[src/rtl/shreg_piso_if.sv]
// Load handshake and serial output bundle for shreg_piso.
interface shreg_piso_if #(
  parameter int unsigned W = 8
);
  logic         load_valid;
  logic         load_ready;
  logic [W-1:0] load_data;
  logic         sout;
  logic         sout_valid;
  logic         last;

  // master: the word source and serial sink; slave: the shift register itself
  modport master (
    output load_valid, load_data,
    input  load_ready, sout, sout_valid, last
  );

  modport slave (
    input  load_valid, load_data,
    output load_ready, sout, sout_valid, last
  );
endinterface

[src/rtl/shreg_piso.sv]
// Parallel-in/serial-out shift register: one W-bit word per frame, gated by
// clock enable e, with back-to-back chaining on the final bit.
module shreg_piso #(
  parameter int unsigned W         = 8,
  parameter bit          MSB_FIRST = 1'b1,
  parameter bit          NEG_CLK   = 1'b0
) (
  input  logic         clk,
  input  logic         rn,
  input  logic         e,
  shreg_piso_if.slave  bus
);

  localparam int unsigned   CW       = $clog2(W);
  localparam logic [CW-1:0] CNT_LAST = CW'(W - 1);
  localparam logic [0:0]    IDLE     = 1'b0;
  localparam logic [0:0]    SHIFT    = 1'b1;

  logic          aclk;
  logic [0:0]    state_q, state_d;
  logic [CW-1:0] cnt_q, cnt_d;
  logic [W-1:0]  sreg_q, sreg_d;
  logic          at_last;
  logic          ready;
  logic          accept;

  // Falling-edge build is a plain clock inversion so every flop shares one edge
  assign aclk = NEG_CLK ? ~clk : clk;

  assign at_last = (state_q == SHIFT) && (cnt_q == CNT_LAST);
  assign ready   = (state_q == IDLE) || at_last;
  assign accept  = bus.load_valid && ready && e;

  // State register
  always_ff @(posedge aclk or negedge rn) begin
    if (!rn) begin
      state_q <= IDLE;
      cnt_q   <= '0;
      sreg_q  <= '0;
    end else begin
      state_q <= state_d;
      cnt_q   <= cnt_d;
      sreg_q  <= sreg_d;
    end
  end

  // Next state: load wins over shift/retire; e low holds everything
  always_comb begin
    state_d = state_q;
    cnt_d   = cnt_q;
    sreg_d  = sreg_q;
    if (e) begin
      if (accept) begin
        state_d = SHIFT;
        cnt_d   = '0;
        sreg_d  = bus.load_data;
      end else if (state_q == SHIFT) begin
        if (cnt_q == CNT_LAST) begin
          state_d = IDLE;
          cnt_d   = '0;
          sreg_d  = '0;
        end else begin
          cnt_d  = cnt_q + CW'(1);
          sreg_d = MSB_FIRST ? {sreg_q[W-2:0], 1'b0} : {1'b0, sreg_q[W-1:1]};
        end
      end
    end
  end

  assign bus.load_ready = ready;
  assign bus.sout       = MSB_FIRST ? sreg_q[W-1] : sreg_q[0];
  assign bus.sout_valid = (state_q == SHIFT);
  assign bus.last       = at_last;

endmodule

[src/flat_wrapper.sv]
// flat-port wrapper written by rule: the top's interface ports become plain ports
module shreg_piso_flat 
#(
  parameter int unsigned W         = 8,
  parameter bit          MSB_FIRST = 1'b1,
  parameter bit          NEG_CLK   = 1'b0
)
  (clk, rn, e, bus_load_valid, bus_load_data, bus_load_ready, bus_sout, bus_sout_valid, bus_last);
  shreg_piso_if #(.W(W)) bus_i ();
  input  logic clk;
  input  logic rn;
  input  logic e;
  input wire logic [$bits(bus_i.load_valid)-1:0] bus_load_valid;
  input wire logic [$bits(bus_i.load_data)-1:0] bus_load_data;
  output wire logic [$bits(bus_i.load_ready)-1:0] bus_load_ready;
  output wire logic [$bits(bus_i.sout)-1:0] bus_sout;
  output wire logic [$bits(bus_i.sout_valid)-1:0] bus_sout_valid;
  output wire logic [$bits(bus_i.last)-1:0] bus_last;
  assign bus_i.load_valid = bus_load_valid;
  assign bus_i.load_data = bus_load_data;
  assign bus_load_ready = bus_i.load_ready;
  assign bus_sout = bus_i.sout;
  assign bus_sout_valid = bus_i.sout_valid;
  assign bus_last = bus_i.last;
  shreg_piso #(.W(W), .MSB_FIRST(MSB_FIRST), .NEG_CLK(NEG_CLK)) u_core (.clk(clk), .rn(rn), .e(e), .bus(bus_i));
endmodule
[config.mk]
export PLATFORM = sky130hd
export DESIGN_NAME = shreg_piso_flat
export DESIGN_NICKNAME = d
export VERILOG_FILES = /design/src/rtl/shreg_piso_if.sv /design/src/rtl/shreg_piso.sv /design/src/flat_wrapper.sv
export SDC_FILE = /design/constraint.sdc
export NUM_CORES = 1
export LEC_CHECK = 0
export ABC_AREA = 1
export BUFFER_PORTS_ARGS = -buffer_cell sky130_fd_sc_hd__buf_2
export CAP_MARGIN = 20
export CORE_AREA = 4 4 44 46
export DETAILED_ROUTE_END_ITERATION = 7
export DIE_AREA = 0 0 48 50
export GPL_TIMING_DRIVEN = 0
export PLACE_DENSITY_LB_ADDON = 0.1
export RECOVER_POWER = 25
export REMOVE_ABC_BUFFERS = 1
export SLEW_MARGIN = 10
export SYNTH_ARGS = -nofsm -noshare
export SYNTH_HDL_FRONTEND = slang
export SYNTH_SLANG_ARGS = --single-unit
[constraint.sdc]
create_clock -name clk -period 1.7 [get_ports clk]
set_clock_uncertainty 0.15 [all_clocks]
set_input_delay 0.085 -clock clk [delete_from_list [all_inputs] [get_ports clk]]
set_output_delay 0.085 -clock clk [all_outputs]
set_load 0.01 [all_outputs]
==> metrics, run 1 <==
clock latency on the worst-skew pair 270 ps; antenna violations before repair 0; Yosys top cell area share 45.71%; Post-synth EDFFs 0; outcome completed; Top FF cell, synth dfrtp_1; Multi-input gate area 295.3 um2; HP Class input pin to flop; Unique masters post-synth 13; count leader, synth nand2_1; # setup viols final 0; worst hold slack 17.76 ps; most instantiated cells after synthesis nand2_1 (29), dfrtp_1 (12), nand3_1 (6), nand4_1 (6), inv_1 (5); # IOs 16; Mapped Avg Cell Area 8.758 um2; worst hold path depth 3; Max Slew Vio Count 0; sequential cell area fraction in the yosys report 45.71%; Yosys warnings 0; nets 117; Final Util 57.31%; Worst-Margin Slew 656.8 ps; Gate power share 36.8%; Reg power frac 43.3%; Max Cap Viol 0; drt first pass iters 4; post-layout min period 1596 ps; CP Class flop to output port; VDD IR max 0.0006854 V; core area 0.001506 mm2; GPL Wtd Cong 0.7574; grt ovf 0; CP startpoint kind flop; setup TNS 0 ps; IO Port Bufs 15; Antenna Nets Post-Route 0; CTS tree built; ANT cells 0; Leak 0.4959 nW; Synth async-reset ratio 100.0%; HPWL after DPL 950.1 um; Iteration-0 DRC Markers 9; Via density 4.975; pwr/cell area 1372 mW/mm2; CP required 1460 ps; remaining routing DRC violations 0; Max Clock Freq 0.6267 GHz; die height 50 um; detail-routed net length per standard cell 12.64 um; Cell Int Power 0.0007402 W; RSZ-0062 raised after global routing false; Cell Rows 14; Hold Fails Final Rpt 0; max_slew headroom 56.22%; area leader, netlist dfrtp_1; Sequential cell area 300.3 um2; post-synthesis simple-gate area fraction 36.38%; Synth Area in Compound Gates 4.381%; Synth Area in XOR/XNOR 0%; clock share of power 19.8%; Sw Ratio 37.49%; Total GRT Usage 14.25%; post-synthesis register bit count 12; Final Cycle Share 93.86%; largest net degree at the start of global routing 13; CTS Root Cell clkbuf_4; Synth area leaders dfrtp_1 (46%), nand2_1 (17%), nand3_2 (6.1%); CTS Buffer Depth 2; Initial Utilization 43.60%; Cell Area, Synth 656.9 um2; total number of vias 587; NetSw 0.0004440 W; vias in the first global route 545; DP Area 718.2 um2; first-pass GRT wire length 2401 um; share of cells above drive strength 1 30.39%; Crit. End Element output port; Total Wirelength 1491 um; Filler Cells Inserted 166; worst-case reg-to-reg path depth 8; Die X-Extent 48 um; Clock Pin Slew Worst Setup and Hold Paths 80 ps; mux contribution to synthesized area 0%; CTS Buf Count 3; CP arrival 1360 ps; Synth Area in Adders 3.810%; Layout area overhead 31.43%; final instance area 863.3 um2; largest family of logic cells by synthesized area simple AND/OR/NAND/NOR gates; Critical Path Fanout Max 5; die area 0.002400 mm2; clock sinks 12; Mapped Cells 75; H-tree depth 1
==> power groups by stage <==
stage	combinational (W)	sequential, W	clock [W]
detailed placement	0.000400	0.000522	0
finish	0.000436	0.000513	0.000235
floorplan	0.000274	0.000509	0
global placement	0.000390	0.000518	0
global route	0.000496	0.000533	0.000255
CTS	0.000424	0.000517	0.000241
==> layout make-up <==
class / count / area share, %
well taps: 16 / 2.319
inverters: 8 / 3.768
flip-flops and latches: 12 / 34.78
multi-input cells: 52 / 34.20
clock buffers: 4 / 4.203
repair buffers: 26 / 20.72
==> worst max-delay path, cell delays in order (launching register included) <==
cell     delay [ps]
dfrtp_1         390
ha_1            210
ha_2            190
inv_4            70
nand2_4          60
buf_2           160
==> through the flow <==
step | setup slack (ps) | instances | power [W]
finish | 104.3 | 118 | 0.001184
floorplan | 178.9 | 72 | 0.0007831
detailed placement | 38.68 | 103 | 0.0009223
global route | 34.91 | 118 | 0.001285
CTS | 19.43 | 117 | 0.001181
global placement | 53.85 | 103 | 0.0009084
==> worst paths after layout <==
path                                  start                to  slack (ps)
min in group asynchronous                rn   u_core.cnt_q[2]         220
setup reg to reg            u_core.cnt_q[0]  u_core.sreg_q[7]         210
setup / recovery            u_core.cnt_q[0]    bus_load_ready         100
hold reg to reg            u_core.sreg_q[4]  u_core.sreg_q[4]         330
hold / removal                            e   u_core.cnt_q[0]          20
max in group asynchronous                rn  u_core.sreg_q[1]         760
==> cell families after synthesis <==
kind of cell,Yosys count
fa+ha+maj,2
buf+inv,11
compound gates,3
flops,12
simple gates,47
==> what timing repair did <==
item | in CTS | in global routing
hold buffers | 9 | 0
endpoints found under the setup margin | 1 | 1
setup buffers | 1 | 1
resized for setup | 1 | 1
hold endpoints to repair | 20 | 0
gates cloned | 0 | 0
==> sequential cells by signal (all words and copies together) (netlist names) <==
| signal | flops |
|---|---|
| u_core.sreg_q | 8 |
| u_core.cnt_q | 3 |
| u_core.bus.sout_valid | 1 |
==> routing by layer <==
| layer | global-route usage (%) | wire, um | up-vias |
|---|---|---|---|
| li1 | - | - | 298 |
| met1 | 19.47 | 659 | 276 |
| met2 | 20.48 | 754 | 11 |
| met3 | 3.273 | 62 | 2 |
| met4 | 6.726 | 15 | 0 |
| met5 | 0 | 0 | - |
==> placed cells by master, fill, tap and decap left out <==
cell type       n
nand2_1        29
buf_2          14
dfrtp_1        12
dlygate4sd3_1   9
nand3_1         6
nand4_1         6
inv_1           5
nand3_2         4
clkbuf_4        3
nand2_4         2
inv_2           2
buf_4           2
inv_4           1
o21ai_4         1
o21ai_0         1
o31ai_1         1
ha_1            1
ha_2            1
clkbuf_8        1
clkbuf_1        1
(Power assumes the default switching activity.)
==> run 2: changes to the inputs <==
--- a/config.mk
+++ b/config.mk
@@ -11,7 +11,6 @@
 export CORE_AREA = 4 4 44 46
 export DETAILED_ROUTE_END_ITERATION = 7
 export DIE_AREA = 0 0 48 50
-export GPL_TIMING_DRIVEN = 0
 export PLACE_DENSITY_LB_ADDON = 0.1
 export RECOVER_POWER = 25
 export REMOVE_ABC_BUFFERS = 1
==> run 2 against run 1 <==
Highest routed layer unchanged. Count of clock-buffer cells in the layout down 1. Clock power shrank 26%. Power down 0.45%. Via count up 3.6%. Worst setup slack lost 40 ps. Design area rose by 2.2%. Worst hold slack got worse by 11 ps. Fmax fell by 2.4%. Non-clock buffer count is 5 higher. Combinational power increased by 16%. Global-route usage grew 0.21 points.
==> metrics, run 2 (synthesized netlist as in run 1, its figures left out) <==
detail-routed net length per standard cell 12.61 um; share of cells above drive strength 1 33.96%; Die X-Extent 48 um; clock latency on the worst-skew pair 270 ps; CTS Root Cell clkbuf_4; nets 122; max reg flops 8; outcome completed; Initial Utilization 43.60%; CP startpoint kind flop; NetSw 0.0004521 W; Cell Rows 14; vias in the first global route 550; CP arrival 1400 ps; Slowest Stage Delay on Critical Path 390 ps; CP required 1460 ps; clock share of power 14.8%; Gate power share 43.1%; Final Cycle Share 96.22%; Layout area overhead 34.29%; IO Port Bufs 15; die area 0.002400 mm2; Antenna Nets Post-Route 0; most frequent cells in the layout nand2_1 (29), buf_2 (14), dfrtp_1 (12), dlygate4sd3_1 (8), buf_4 (8); Sw Ratio 38.35%; H-tree depth 1; Leak 0.5101 nW; GPL Wtd Cong 0.8098; first-pass GRT wire length 2449 um; CTS Buf Count 3; # IOs 16; met2 routed WL 764 um; ANT cells 0; total number of vias 608; post-layout min period 1636 ps; grt ovf 0; CTS tree built; Total GRT Usage 14.45%; metal3 WL 78 um; pwr/cell area 1336 mW/mm2; drt first pass iters 4; Biggest register u_core.sreg_q; Via density 4.984; clock sinks 12; Max Slew Vio Count 0; core area 0.001506 mm2; CTS Buffer Depth 2; Max Clock Freq 0.6114 GHz; max_slew headroom 55.81%; Final Util 58.55%; worst hold slack 6.520 ps; Cell Int Power 0.0007267 W; # setup viols final 0; Filler Cells Inserted 138; most common cell after layout, fill and taps aside nand2_1; Reg power frac 42.1%; antenna violations before repair 0; Max Cap Viol 0; CP Class flop to output port; slowest stage cell, crit path dfrtp_1; VDD IR max 0.0005789 V; Total Wirelength 1538 um; Iteration-0 DRC Markers 10; setup TNS 0 ps; die height 50 um; Crit. End Element output port; CP Cell Sequence ha_1 > ha_2 > inv_2 > nand2_4 > buf_2; wl on met1 670 um; largest net degree at the start of global routing 13; HP Class input pin to flop; HPWL after DPL 1055 um; Hold Fails Final Rpt 0; Critical Path Fanout Max 5; DR top layer met4; remaining routing DRC violations 0; Clock Pin Slew Worst Setup and Hold Paths 80 ps; Worst-Margin Slew 662.8 ps
==> run 2: worst paths after layout <==
| kind | start | to | slack, ps | cells past startpoint |
|---|---|---|---|---|
| min in group asynchronous | rn | u_core.cnt_q[2] | 190 | 2 |
| hold reg to reg | u_core.sreg_q[0] | u_core.sreg_q[0] | 340 | 2 |
| setup / recovery | u_core.cnt_q[0] | bus_load_ready | 60 | 5 |
| hold / removal | bus_load_data[4] | u_core.sreg_q[4] | 7 | 5 |
| max in group asynchronous | rn | u_core.sreg_q[0] | 770 | 2 |
| setup reg to reg | u_core.cnt_q[0] | u_core.sreg_q[4] | 120 | 9 |
==> run 2: power by group through the flow <==
stage                     clock [W]  combinational [W]  sequential [W]
after global routing       0.000197           0.000570        0.000514
after global placement            0           0.000451        0.000507
after CTS                  0.000181           0.000470        0.000501
after detailed placement          0           0.000450        0.000506
after floorplan                   0           0.000274        0.000509
final                      0.000175           0.000507        0.000496
==> run 2: cell type report <==
cell class | count | area, um2 | share of cell area [%]
clock buffer | 3 | 22.52 | 2.553
inverter | 8 | 30.03 | 3.404
multi-input combinational | 52 | 295.3 | 33.48
sequential | 12 | 300.3 | 34.04
tap | 16 | 20.02 | 2.270
timing repair buffer | 31 | 214.0 | 24.26
==> run 2: routing by layer <==
metal | global-route usage (%) | vias up
met5 | 0 | -
met2 | 20.70 | 15
met1 | 19.91 | 281
met4 | 6.726 | 0
met3 | 3.273 | 4
li1 | - | 308
==> run 2: stage by stage <==
step	instances	power (W)	instance area (um2)	setup slack, ps
6_report	122	0.001179	882.1	64.29
3_3_place_gp	107	0.0009580	748.2	167.3
3_5_place_dp	107	0.0009567	748.2	128.1
4_1_cts	118	0.001151	850.8	2.175
2_1_floorplan	72	0.0007831	623.1	178.9
5_1_grt	122	0.001281	882.1	-1.196
==> run 2: critical path: cells and delay by family (launching register included) <==
family                   cells  cell delay [ps]
adder cells (fa/ha/maj)      2              380
AND/OR/NAND/NOR              1               80
buffers and inverters        2              270
flip-flops                   1              390
==> run 2: timing repair <==
item                                   CTS  global route
resized for setup                        0             1
hold buffers                             8             0
buffers inserted                         0             4
setup endpoints to repair                0             1
endpoints found under the hold margin   20             0
